## config.mk

```make
export PLATFORM = sky130hd
export DESIGN_NAME = instr_mem_loadable
export DESIGN_NICKNAME = d
export VERILOG_FILES = /design/src/rtl/instr_mem_loadable.sv
export SDC_FILE = /design/constraint.sdc
export NUM_CORES = 2
export LEC_CHECK = 0
export BUFFER_PORTS_ARGS = -buffer_cell sky130_fd_sc_hd__buf_4
export CAP_MARGIN = 20
export CORE_UTILIZATION = 45
export DETAILED_ROUTE_END_ITERATION = 12
export PLACE_DENSITY = 0.58
export SLEW_MARGIN = 10
export SYNTH_ARGS = -nofsm -noshare
export SYNTH_HDL_FRONTEND = slang
export SYNTH_SLANG_ARGS = --single-unit
```

## constraint.sdc

```tcl
create_clock -name clk -period 4.63 [get_ports clk]
set_input_delay 0.6945 -clock clk [delete_from_list [all_inputs] [get_ports clk]]
set_output_delay 0.6945 -clock clk [all_outputs]
set_load 0.005 [all_outputs]
```

## src/rtl/instr_mem_loadable.sv

```systemverilog
// ============================================================================
// Module   : instr_mem_loadable
// Purpose  : Instruction memory loaded at runtime over valid/ready, then read
//            by the fetch stage with a registered one-cycle response.
// Revision : 1.0
// ============================================================================
`default_nettype none

module instr_mem_loadable #(
    parameter int          DATA_W   = 16,
    parameter int          ADDR_W   = 8,
    parameter int          DEPTH    = 256,
    parameter logic [DATA_W-1:0] NOP_WORD = {DATA_W{1'b0}},
    parameter int          CNT_W    = $clog2(DEPTH + 1)
) (
    input  logic              clk,
    input  logic              rst_n,
    input  logic              load_start,
    input  logic              load_valid,
    input  logic [DATA_W-1:0] load_data,
    input  logic              load_last,
    output logic              load_ready,
    output logic              load_done,
    output logic [CNT_W-1:0]  load_count,
    input  logic              fetch_req,
    input  logic [ADDR_W-1:0] fetch_addr,
    output logic              fetch_valid,
    output logic [DATA_W-1:0] fetch_data,
    output logic              fetch_err,
    output logic [1:0]        state
);

    localparam int IDX_W = (DEPTH > 1) ? $clog2(DEPTH) : 1;
    localparam int CMP_W = ((ADDR_W > CNT_W) ? ADDR_W : CNT_W) + 1;

    typedef enum logic [1:0] {
        IDLE = 2'd0,
        LOAD = 2'd1,
        RUN  = 2'd2
    } state_t;

    state_t            state_q,       state_d;
    logic [CNT_W-1:0]  count_q,       count_d;
    logic              done_q,        done_d;
    logic              fetch_valid_q, fetch_valid_d;
    logic [DATA_W-1:0] fetch_data_q,  fetch_data_d;
    logic              fetch_err_q,   fetch_err_d;

    logic [DATA_W-1:0] mem [DEPTH];
    logic              beat_acc;
    logic              addr_in_range;

    // The write pointer always equals the number of words loaded so far.
    assign beat_acc      = (state_q == LOAD) && load_valid;
    assign addr_in_range = ({{(CMP_W-ADDR_W){1'b0}}, fetch_addr} <
                            {{(CMP_W-CNT_W){1'b0}}, count_q});

    always_comb begin
        state_d       = state_q;
        count_d       = count_q;
        done_d        = done_q;
        fetch_valid_d = fetch_req;
        fetch_data_d  = fetch_data_q;
        fetch_err_d   = fetch_err_q;

        case (state_q)
            IDLE: begin
                if (load_start) begin
                    state_d = LOAD;
                    count_d = '0;
                end
            end
            LOAD: begin
                if (beat_acc) begin
                    count_d = count_q + CNT_W'(1);
                    if (load_last || (count_q == CNT_W'(DEPTH - 1))) begin
                        state_d = RUN;
                        done_d  = 1'b1;
                    end
                end
            end
            RUN: begin
                if (load_start) begin
                    state_d = LOAD;
                    count_d = '0;
                    done_d  = 1'b0;
                end
            end
            default: state_d = IDLE;
        endcase

        // Fetch is answered from the pre-edge state and length.
        if (fetch_req) begin
            if ((state_q == RUN) && addr_in_range) begin
                fetch_data_d = mem[fetch_addr[IDX_W-1:0]];
                fetch_err_d  = 1'b0;
            end else begin
                fetch_data_d = NOP_WORD;
                fetch_err_d  = 1'b1;
            end
        end
    end

    always_ff @(posedge clk) begin
        if (!rst_n) begin
            state_q       <= IDLE;
            count_q       <= '0;
            done_q        <= 1'b0;
            fetch_valid_q <= 1'b0;
            fetch_data_q  <= NOP_WORD;
            fetch_err_q   <= 1'b0;
        end else begin
            state_q       <= state_d;
            count_q       <= count_d;
            done_q        <= done_d;
            fetch_valid_q <= fetch_valid_d;
            fetch_data_q  <= fetch_data_d;
            fetch_err_q   <= fetch_err_d;
        end
    end

    // Storage is deliberately not reset; load_count gates its visibility.
    always_ff @(posedge clk) begin
        if (rst_n && beat_acc) begin
            mem[count_q[IDX_W-1:0]] <= load_data;
        end
    end

    assign load_ready  = (state_q == LOAD);
    assign load_done   = done_q;
    assign load_count  = count_q;
    assign fetch_valid = fetch_valid_q;
    assign fetch_data  = fetch_data_q;
    assign fetch_err   = fetch_err_q;
    assign state       = state_q;

endmodule

`default_nettype wire

```

## Yosys cells after proc, flatten, opt, wreduce, memory -nomap -nowiden

Memories as Yosys holds them, arrays and structs flattened.
Cells that the tools add are included.

| word-level totals | value |
|---|---|
| flip-flop bits (word level) | 30 |
| bits in writable memories | 4096 |
| bits of input ports | 30 |
| word-level logic and storage cells | 42 |
| memories kept | 1 |

Memories:

| memory | words | width | read ports | clocked after Yosys merged registers in | write ports | RTL line | text |
|---|---|---|---|---|---|---|---|
| mem | 256 | 16 | 1 | 0 | 1 | 49 | `logic [DATA_W-1:0] mem [DEPTH];` |

| operators by class | value |
|---|---|
| add/sub/neg operators | 1 |
| order comparisons | 1 |
| equal/unequal tests | 7 |
| muxes and demuxes | 15 |
| reduce and logical (&&, ||, !) cells | 11 |

Operators by type and width:

| cell | count |
|---|---|
| 9-bit 2-to-1 mux | 2 |
| 9-bit one-hot mux with 2 select lines | 1 |
| 16-bit 2-to-1 mux | 1 |
| 9-bit by 1-bit adder with 9-bit output, second input constant | 1 |
| 9-bit by 8-bit equality test with 1-bit output, second input constant | 1 |
| 8-bit by 9-bit less-than comparator with 1-bit output | 1 |
| 1-bit 2-to-1 mux | 6 |
| 2-bit 2-to-1 mux | 3 |
| 2-bit by 1-bit != test with 1-bit output, second input constant | 3 |
| 3-bit AND reduction | 2 |
| 2-bit one-hot mux with 2 select lines | 1 |
| 4-bit AND reduction | 1 |
| 2-bit nonzero test | 2 |
| 1-bit logical AND | 3 |
| 2-bit by 1-bit equality test with 1-bit output, second input constant | 1 |
| 2-bit equality test, second input constant | 1 |
| 2-bit zero test | 1 |
| 2-bit != test, second input constant | 1 |
| 1-bit one-hot mux with 2 select lines | 1 |
| 2-bit OR reduction | 1 |
| 1-bit logical OR | 1 |

## Longest topological paths before layout

| depth | value |
|---|---|
| depth after elaboration | 5 |
| mapped depth | 14 |
| mapped depth without buffers | 8 |

## Worst setup path before layout

Ideal clock, no wire load.

| timing path | value |
|---|---|
| path type | input to register |
| start point | input fetch_addr[0] |
| end point | register fetch_data_q[8], in the netlist fetch_data[8] |
| arrival | 2.858 ns |
| data required time | 4.508 ns |
| setup slack | 1.650 ns |
| stages on the path | 10 |
| buffers on the path | 4 |
| path through | buf_6 > buf_8 > buf_8 > buf_2 > mux4_2 > a22oi_1 > a21oi_1 > nor4_1 > a21oi_1 > o311a_1 |

| between the ends | value |
|---|---|
| cells in the longest elaborated chain, start to end | 3 |

RTL lines:

| item | RTL line | text |
|---|---|---|
| start, declared | 26 | `input logic [ADDR_W-1:0] fetch_addr,` |
| parallel branches: the longest is 2 deep, another holds memory 256 x 16 bit | - |  |
| 16-bit 2-to-1 mux (*) | 94 | `if ((state_q == RUN) && addr_in_range) begin` |
| end signal, assigned | 117 | `fetch_data_q <= fetch_data_d;` |
| end, declared | 46 | `logic [DATA_W-1:0] fetch_data_q, fetch_data_d;` |

Mark *: on every way between the ends.
A chain may end at the register's enable or synchronous reset.

## Worst setup path after layout

| timing path | value |
|---|---|
| start point | input fetch_addr[1] |
| end point | register fetch_data_q[0], in the netlist fetch_data[0] |

Same word-level chain as after synthesis.

==> out/results.ini <==
[drt]
viasPerCell = 6.26
wl_per_cell_um = 35.9
vias = 83700
drc = 0
drt_iter0_markers = 12100
routed_wl_um = 480000
firstDrtPassIters = 6
antenna_left = 0

[sta]
final_hold_viol_count = 0
tightest_slew_ps = 1500
setup_violations = 0
relSlewSlack = 0.00329
rsz0062_at_grt = no
fin_skew_ps = 76.1
fin_crit_ps = 3730
worst_slack_ps = 898
fmax_ghz = 0.268
fin_crit_sh = 0.806
slew_viol_final = 0
tns_ps = 0

[synthesis]
yosys_warnings = 0
synth_most_common_cell = edfxtp_1
syn_nets = 7585
netlist.area_leader.share = 0.767
synth.distinct_cells = 87
ys.flop_type = edfxtp_1
synth_edf_count = 4096
yosysSeqAreaShare = 0.771
yosys.area.top_type = edfxtp_1
synth_area_sq_um = 160000
syn_avg_cell_area_sq_um = 21.3
yosys-top-cells-area = edfxtp_1 77%, mux4_2 10%, mux2i_1 3.0%, mux4_1 1.0%, a221oi_1 0.92%
ys_seq_elements = 4126
netlist_top_cells_count = 4096 x edfxtp_1, 739 x mux4_2, 487 x mux2i_1
synthCells = 7543
async_flop_share = 0

[clock_network]
htreeDepth = 5
clk_pin_slew_ps = 60
cts_max_path_buffers = 4
cts-root-buf = clkbuf_16
cts_tree = yes
clock_latency_ps = 990
clock-sinks = 4126
cts_buffers = 419
cts_resized = 0

[run]
maxCapViolCount = 0

[final_layout]
drive_gt1_frac = 0.262
final_util = 0.520
area_growth_syn_to_layout_pct = 14.7
fillers = 27600
num-nets-final = 8329
ff_latch_area_sq_um = 124000
multi_input_area_sq_um = 33600

[setup_path]
worst_ep_required_time_ps = 5450
critical_path_arrival_ps = 4560
crit_fanout = 31
rr_startpoint = state[0]$_SDFFE_PN0P_
critical_path.endpoint_type = register
crit_type = input pin to register
r2r_end = mem[16][4]$_DFFE_PP_
crit_start = fetch_addr[1]
critPathLaunchType = input pin
slowest_delay_ps = 790
path_cells = buf_8 -> nor2b_4 -> buf_12 -> buf_4 -> a221oi_1 -> o31ai_1 -> o22ai_1 -> o311a_1 -> o21ai_0 -> nand3_1
critPathSlowestCell = o21ai_0
rr_worst_depth = 6
r2r_setup_slack_ps = 950

[global_routing]
antenna_found_initial = 20
grt_use_total = 0.266
grt_start_max_net_pins = 149
grt_pass1_vias = 82100
grt_pass1_wl_um = 664000
grt_overflow = 0

[die]
dieWidth_um = 599
ios = 61
std_cell_rows = 218
die_area_sq_um = 359000
coreArea_sq_um = 354000
start_util = 0.453
fp.dieH_um = 599

[power_and_ir_drop]
p_leak_nw = 59.1
netSwitchingFraction = 0.218
p_seq_frac = 0.521
irDropWorstVdd_v = 0.000323
p_int_w = 0.0617
clockPowerShare = 0.427
p_switching_w = 0.0172
pwr-share-comb = 0.052
power_density_nw_per_um2 = 429

[placed_design]
dp_slack_ps = -87.4
dp_hpwl_um = 302000
gp_congestion = 0.916
numPortBuffers = 60

[worst_hold_path]
hold-path-cell-count = 2
hold_class = input pin to register
hold_start = rst_n
hold_end = load_count[0]$_SDFFE_PN0P_

[run_status]
run_status = complete, no violations

[metal layers]
layer	vias up	routed length [um]	GRT usage
li1	33400	-	-
met1	44900	193000	0.380
met2	4550	217000	0.404
met3	772	49200	0.0582
met4	14	20200	0.0975
met5	-	83	0
[through the flow]
| stage | cell area [sq um] | hold WS, ps | std cells | total power, W |
|---|---|---|---|---|
| 2_1_floorplan | 160000 | 442 | 7543 | 0.0439 |
| 3_3_place_gp | 170000 | 466 | 12600 | 0.0459 |
| 3_5_place_dp | 170000 | 483 | 12600 | 0.0460 |
| 4_1_cts | 184000 | 14.5 | 13400 | 0.0792 |
| 5_1_grt | 184000 | 66.6 | 13400 | 0.0808 |
| 6_report | 184000 | 98.6 | 13400 | 0.0789 |
[power groups by stage]
stage	Combinational, W	Clock [W]	Sequential (W)
2_1_floorplan	0.00200	0	0.0419
3_3_place_gp	0.00405	0	0.0418
3_5_place_dp	0.00411	0	0.0419
4_1_cts	0.00412	0.0341	0.0411
5_1_grt	0.00427	0.0355	0.0410
6_report	0.00414	0.0337	0.0411
[flip-flops by register name, summed over array words and instances, names as in the netlist]
| register | flops |
|---|---|
| fetch_valid | 1 |
| mem | 4096 |
| load_count | 9 |
| state | 2 |
| fetch_err | 1 |
| fetch_data | 16 |
| load_done | 1 |
[final cells by class]
cell class / count / area share
flip-flops and latches: 4126 / 0.672
multi-input cells: 2940 / 0.183
clock buffers: 492 / 0.0589
repair buffers: 780 / 0.0386
well taps: 4730 / 0.0322
clock inverters: 282 / 0.0149
inverters: 20 / 0.000463
diodes: 11 / 0.000150
[cells by family after synthesis]
logic type | after synthesis | share of synthesized area
and+or+nand+nor | 749 | 0.0206
xor gates and xnor gates | 7 | 0.000382
DFF | 4126 | 0.771
AOI/OAI and AO/OA | 857 | 0.0395
buffers and inverters | 477 | 0.0218
muxes | 1315 | 0.146
adders and majority gates | 12 | 0.000936
[layout by cell type, fill, tap and decap left out, types with 30 or more instances in the layout]
cell / synthesis / layout
nor2_1: 312 / 232
a21oi_1: 98 / 98
buf_4: 35 / 669
mux4_2: 739 / 739
mux2i_1: 487 / 487
bufinv_16: 0 / 45
clkbuf_16: 0 / 422
o21ai_0: 111 / 111
edfxtp_1: 4096 / 4096
o31ai_1: 38 / 38
nand3_1: 54 / 54
clkbuf_1: 148 / 70
nor2_2: 0 / 77
a211oi_1: 40 / 40
o22ai_1: 71 / 71
nand2_1: 195 / 178
clkinv_1: 3 / 119
buf_12: 7 / 80
nor3_1: 70 / 70
dfxtp_1: 30 / 30
mux4_1: 61 / 61
a221o_1: 58 / 58
a221oi_1: 168 / 168
clkinv_2: 0 / 82
a31oi_1: 35 / 35
a22oi_1: 76 / 76
[worst max-delay path: cells and delay by family]
kind,cells,cell delay (ps)
and+or+nand+nor,2,770
buffers and inverters,3,920
AOI/OAI and AO/OA,5,2050
[timing repair]
item,CTS,global route
hold endpoints to repair,5,0
setup buffers,0,0
hold buffers,4,0
[worst max-delay path by stage]
stage | end | slack, ps | depth (start not counted)
3_3_place_gp | fetch_data[0]$_SDFFE_PN0P_ | -80 | 10
6_report | fetch_data[0]$_SDFFE_PN0P_ | 900 | 10
5_1_grt | mem[224][1]$_DFFE_PP_ | 840 | 6
4_1_cts | fetch_data[0]$_SDFFE_PN0P_ | 960 | 10
3_5_place_dp | fetch_data[0]$_SDFFE_PN0P_ | -90 | 10
2_1_floorplan | fetch_data[8]$_SDFFE_PN0P_ | 1650 | 10
Note: power is estimated with default switching activity, not from simulation.
